`src/rtl/pipe_ctrl.sv`:
```
// Pipeline sequencing controller: load-use and mult/div stalls, exception
// entry (int_req) and eret return (clr_delay) with EXL tracking.
module pipe_ctrl #(
  parameter int unsigned MULT_CYCLES = 5,
  parameter int unsigned DIV_CYCLES  = 10
) (
  input  logic       clk,
  input  logic       reset,
  input  logic       d_use_rs,
  input  logic       d_use_rt,
  input  logic [4:0] d_rs,
  input  logic [4:0] d_rt,
  input  logic       e_is_load,
  input  logic [4:0] e_rd,
  input  logic       d_is_md,
  input  logic       md_start,
  input  logic       md_is_div,
  input  logic       exc_req,
  input  logic       d_is_eret,
  output logic       stall,
  output logic       int_req,
  output logic       clr_delay,
  output logic       md_busy,
  output logic       in_handler
);

  localparam int unsigned CNT_W = 4;
  localparam int unsigned REG_W = 5;

  typedef enum logic {
    ST_RUN     = 1'b0,
    ST_HANDLER = 1'b1
  } state_e;

  state_e             state_q;
  state_e             state_d;
  logic [CNT_W-1:0]   md_cnt_q;
  logic [CNT_W-1:0]   md_cnt_d;
  logic               md_busy_q;
  logic               md_busy_d;
  logic               lu_c;
  logic               in_run_c;
  logic               md_load_c;

  // Hazard detection, control outputs, FSM next state and md counter update
  always_comb begin
    state_d   = state_q;
    md_cnt_d  = md_cnt_q;
    md_busy_d = md_busy_q;
    int_req   = 1'b0;
    stall     = 1'b0;
    clr_delay = 1'b0;
    lu_c      = 1'b0;
    md_load_c = 1'b0;
    in_run_c  = (state_q == ST_RUN);

    // Load-use: $zero never carries a real dependency
    lu_c = e_is_load && (e_rd != REG_W'(0)) &&
           ((d_use_rs && (d_rs == e_rd)) || (d_use_rt && (d_rt == e_rd)));

    // Outputs forced low while reset is held so nothing leaks out mid-reset
    int_req   = !reset && exc_req && in_run_c;
    stall     = !reset && !int_req && (lu_c || (d_is_md && md_busy_q));
    clr_delay = !reset && d_is_eret && !in_run_c && !stall && !int_req;

    if (int_req) begin
      state_d = ST_HANDLER;
    end else if (clr_delay) begin
      state_d = ST_RUN;
    end

    // A flushed issuing instruction must not start the unit
    md_load_c = md_start && !md_busy_q && !int_req;
    if (md_load_c) begin
      md_cnt_d = md_is_div ? CNT_W'(DIV_CYCLES) : CNT_W'(MULT_CYCLES);
    end else if (md_cnt_q != CNT_W'(0)) begin
      md_cnt_d = md_cnt_q - CNT_W'(1);
    end
    md_busy_d = (md_cnt_d != CNT_W'(0));
  end

  // State, counter and busy flag registers
  always_ff @(posedge clk or posedge reset) begin
    if (reset) begin
      state_q   <= ST_RUN;
      md_cnt_q  <= CNT_W'(0);
      md_busy_q <= 1'b0;
    end else begin
      state_q   <= state_d;
      md_cnt_q  <= md_cnt_d;
      md_busy_q <= md_busy_d;
    end
  end

  assign md_busy    = md_busy_q;
  assign in_handler = (state_q == ST_HANDLER);

endmodule

```
`config.mk`:
```
export PLATFORM = sky130hd
export DESIGN_NAME = pipe_ctrl
export DESIGN_NICKNAME = d
export VERILOG_FILES = /design/src/rtl/pipe_ctrl.sv
export SDC_FILE = /design/constraint.sdc
export NUM_CORES = 1
export LEC_CHECK = 0
export CORE_MARGIN = 2
export CORE_UTILIZATION = 33
export CTS_CLUSTER_DIAMETER = 60
export DETAILED_ROUTE_END_ITERATION = 6
export GPL_TIMING_DRIVEN = 1
export PLACE_DENSITY_LB_ADDON = 0.12
export SYNTH_ARGS = -nofsm -noshare
export SYNTH_HDL_FRONTEND = slang
export SYNTH_SLANG_ARGS = --single-unit
```
`constraint.sdc`:
```
create_clock -name clk -period 1.27 [get_ports clk]
set_input_delay 0.254 -clock clk [delete_from_list [all_inputs] [get_ports clk]]
set_output_delay 0.254 -clock clk [all_outputs]
set_load 0.005 [all_outputs]
```
## After elaboration in Yosys (flattened, before gate mapping)

Index checks and enable logic that the tools add are counted.

| word-level totals | value |
|---|---|
| register bits | 6 |
| input bits | 25 |
| output and inout bits | 5 |
| word-level logic and storage cells | 37 |

| operators by class | value |
|---|---|
| $add $sub $neg | 1 |
| eq/ne operators | 2 |
| muxes and demuxes | 5 |
| bitwise operators | 1 |
| reduce and logical (&&, ||, !) cells | 25 |

Operators with widths:

| operator | number |
|---|---|
| logical AND 1 bit | 15 |
| two-way mux 4 bit | 3 |
| == test 5 bit | 2 |
| nonzero test 4 bit | 2 |
| nonzero test 5 bit | 1 |
| zero test 1 bit | 4 |
| subtractor 4 x 1 -> 4 bit (second input constant) | 1 |
| logical OR 1 bit | 2 |
| two-way mux 1 bit | 2 |
| nonzero test 2 bit | 1 |
| inverter 1 bit | 1 |

## Depth between registers and ports, before layout

Gate-level depths: netlist of the first run.

| logic depth | value |
|---|---|
| depth after elaboration | 11 |
| depth in mapped cells | 6 |
| depth with buffers taken out | 6 |

## Least setup slack after synthesis of the first run

No wires, ideal clock.

| timing path | value |
|---|---|
| kind | input to output |
| start | input e_rd[1] |
| end | output stall |
| data arrival time | 1092 ps |
| required time | 1016 ps |
| path slack | -76 ps |
| stages on the path | 4 |
| buffers on the path | 0 |
| cells stage by stage | or4_4 > o21ai_2 > or3_2 > o21bai_1 |

| on the way | value |
|---|---|
| word-level cells in the longest chain between the ends | 6 |
| elaborated cells on any way between the ends | 10 |
| those cells by class | eq/ne: 2; reduce/logical: 8 |

Ends and longest elaborated chain:

| item | RTL line | RTL |
|---|---|---|
| start: declaration | 14 | `input logic [4:0] e_rd,` |
| == test 5 bit | 59 | `((d_use_rs && (d_rs == e_rd)) \|\| (d_use_rt && (d_rt == e_rd)));` |
| logical AND 1 bit | 59 |  |
| logical OR 1 bit | 59 |  |
| logical AND 1 bit * | 58 | `lu_c = e_is_load && (e_rd != REG_W'(0)) &&` |
| logical OR 1 bit * | 63 | `stall = !reset && !int_req && (lu_c \|\| (d_is_md && md_busy_q));` |
| logical AND 1 bit * | 63 |  |
| end: declaration | 20 | `output logic stall,` |

Every way passes the cells marked *; elsewhere a longest branch is shown, timed or not.

## Worst setup path in the final report of the first run

| timing path | value |
|---|---|
| start | register state_q (netlist: in_handler) |
| end | output stall |

| on the way | value |
|---|---|
| word-level cells in the longest chain between the ends | 5 |

Ends and longest elaborated chain:

| item | RTL line | RTL |
|---|---|---|
| start: declaration | 35 | `state_e state_q;` |
| start signal: assignment | 89 | `state_q <= state_d;` |
| inverter 1 bit | 55 | `in_run_c = (state_q == ST_RUN);` |
| logical AND 1 bit | 62 | `int_req = !reset && exc_req && in_run_c;` |
| zero test 1 bit | 63 |  |
| logical AND 1 bit (2 in series) | 63 |  |

Every way passes these cells.

==> results of run 1 <==
## per-layer routing
| metal | vias to the layer above | global-route usage (%) | routed length [um] |
|---|---|---|---|
| li1 | 305 | - | - |
| met5 | - | 0 | 0 |
| met1 | 274 | 18.7 | 626 |
| met4 | 0 | 5.45 | 8 |
| met2 | 21 | 28.2 | 733 |
| met3 | 2 | 2.50 | 87 |
## critical path: stages (launching register included)
cell,delay [ps]
dfrtp_1,400
nor3b_4,230
buf_6,140
buf_6,100
nor3_2,40
o21bai_1,140
buf_2,120
## layout make-up
cell class	instances	area (um^2)	share of cell area (%)
multi-input combinational	45	440	41.3
tap	16	20.0	1.88
timing repair buffer	48	414	38.8
sequential	6	150	14.1
clock buffer	3	22.5	2.11
inverter	5	18.8	1.76
## final timing paths
path	startpoint	to	slack, ps	depth (start not counted)
max in group asynchronous	reset	in_handler	790	4
max	in_handler	stall	-380	6
min reg2reg	md_cnt_q[1]	md_busy	640	3
max reg2reg	in_handler	md_busy	-230	6
min	reset	md_cnt_q[3]	360	4
min in group clk	e_rd[0]	in_handler	560	4
## per-stage QoR
stage / cells / setup TNS [ps]
global route: 123 / -2380
floorplan: 56 / -119
CTS: 121 / -1750
global placement: 111 / -5650
finish: 123 / -1950
detailed placement: 111 / -5600
## logic make-up after synthesis
| group | after synthesis | synth area share (%) |
|---|---|---|
| adders and majority gates | 1 | 2.37 |
| xor gates and xnor gates | 11 | 18.3 |
| and+or+nand+nor | 21 | 31.6 |
| buffers and inverters | 5 | 3.56 |
| AOI/OAI and AO/OA | 12 | 15.7 |
| DFF | 6 | 28.5 |
## cell usage after synthesis (all sizes together), types with 2 or more instances
| cell type | n | area share, % |
|---|---|---|
| nor3 | 2 | 1.9 |
| xnor2 | 3 | 5.0 |
| nor3b | 2 | 5.9 |
| nor4 | 2 | 2.4 |
| xor2 | 8 | 13 |
| or3 | 2 | 2.6 |
| a21oi | 7 | 8.1 |
| inv | 5 | 3.6 |
| nor2 | 2 | 1.4 |
| dfrtp | 6 | 29 |
## flip-flops by register name, indices dropped and copies added, names as in the netlist
signal,cells
md_cnt_q,4
in_handler,1
md_busy,1
## what timing repair did
| item | 4_1_cts | 5_1_grt |
|---|---|---|
| pin swaps | 14 | 9 |
| hold buffers | 0 | 0 |
| gates resized for setup | 77 | 9 |
| buffers inserted | 7 | 3 |
| setup endpoints to repair | 11 | 11 |
| gates cloned | 0 | 0 |
## power groups by stage
stage	sequential, mW	clock, mW	combinational, mW
final	0.367	0.168	0.915
after global routing	0.381	0.185	1.01
after CTS	0.363	0.176	0.879
after detailed placement	0.367	0	0.743
after global placement	0.369	0	0.731
after floorplan	0.364	0	0.436
==> flow_metrics.env, run 1 <==
export IMPL_combinationalPowerShare_pct=63.1
export IMPL_numCtsBuffers=3
export IMPL_rsz0062_at_grt="yes"
export IMPL_viasPerCell=4.89
export IMPL_path_max_fanout=4
export IMPL_clkLatencyLatePin_ps=240
export IMPL_row_count=14
export IMPL_netlist_area_um2=527
export IMPL_timing_slew_headroom_pct=81.1
export IMPL_numPortBuffers=29
export IMPL_core_area_um2=1510
export IMPL_area_delta_synth_final_pct=102
export IMPL_hold_class="in2async"
export IMPL_ys_types=30
export IMPL_p_seq_share_pct=25.3
export IMPL_min_period_ps=1650
export IMPL_power_frac_clock_pct=11.6
export IMPL_mostFrequentLayoutCells="buf_4 (13), xor2_1 (8), buf_2 (8), buf_6 (8), dlygate4sd2_1 (7)"
export IMPL_ir_drop_uv=693
export IMPL_hold_violations=0
export IMPL_start_kind="flip-flop"
export IMPL_first_global_vias=585
export IMPL_place_congestion=0.779
export IMPL_worstMarginPinSlew_ps=280
export IMPL_drv_slew=0
export IMPL_wl_per_cell_um=11.8
export IMPL_cts_sinks=6
export IMPL_start_util_pct=35.0
export IMPL_clk_pin_slew_worst_paths_ps=50
export IMPL_num_fill_cells=119
export IMPL_crit_type="reg2out"
export IMPL_die_x_um=44.0
export IMPL_finClkSkew_ps=4.86
export IMPL_route_antenna_remaining_nets=0
export IMPL_place_area_um2=921
export IMPL_final_core_util_pct=70.8
export IMPL_syn_nets=82
export IMPL_worst_slack_ps=-385
export IMPL_final_common_cell="buf_4"
export IMPL_status="finished with violations"
export IMPL_yosys_warnings=0
export IMPL_firstDrtPassIters=3
export IMPL_p_switching_mw=0.512
export IMPL_async_flop_share_pct=100
export IMPL_drtIter0Drc=7
export IMPL_synth_edf_count=0
export IMPL_final_area_um2=1070
export IMPL_finalSetupViolations=10
export IMPL_fmax_mhz=604
export IMPL_critPathRequiredTime_ps=1020
export IMPL_grt_max_degree=7
export IMPL_ys_ff_latch=6
export IMPL_p_per_area_nw_per_um2=1360
export IMPL_arrival_ps=1400
export IMPL_antenna_found_initial=0
export IMPL_pre_cts_ws_ps=-1120
export IMPL_maxCapViolations=0
export IMPL_drive_gt1_share_pct=50.5
export IMPL_die_area_um2=1930
export IMPL_wl_um=1460
export IMPL_fin_crit_sh_pct=130
export IMPL_nets=135
export IMPL_synth_ff_type="dfrtp_1"
export IMPL_cts_tree="built"
export IMPL_vias=602
export IMPL_grt_pass1_wl_um=2280
export IMPL_violations="negative setup slack"
export IMPL_p_leak_nw=0.505
export IMPL_die_y_um=44.0
export IMPL_switching_share_pct=35.3
export IMPL_io_pins=30
export IMPL_synth_cells=56
export IMPL_finalPower_mw=1.45
export IMPL_p_int_mw=0.938
export IMPL_dpl_hpwl_um=1060
export IMPL_drc=0
export IMPL_clock_path_buffers=2
export IMPL_whs_ps=364
export IMPL_grtUsageTotal_pct=15.7
export IMPL_cp_end_kind="output port"
export IMPL_htreeDepth=1
export IMPL_antenna_cells=0
export IMPL_root_buffer="clkbuf_4"
export IMPL_syn_avg_cell_area_um2=9.41
export IMPL_seq_area_frac_synth_pct=28.5
export IMPL_grt_overflow_total=0
Note: power is estimated with default switching activity, not from simulation.
==> run 2, diff against run 1 <==
--- a/config.mk
+++ b/config.mk
@@ -7,7 +7,7 @@
 export LEC_CHECK = 0
 export CORE_MARGIN = 2
 export CORE_UTILIZATION = 33
-export CTS_CLUSTER_DIAMETER = 60
+export CTS_CLUSTER_DIAMETER = 30
 export DETAILED_ROUTE_END_ITERATION = 6
 export GPL_TIMING_DRIVEN = 1
 export PLACE_DENSITY_LB_ADDON = 0.12
==> results of run 2 <==
Final layout, timing and power as in run 1 (identical DEF).
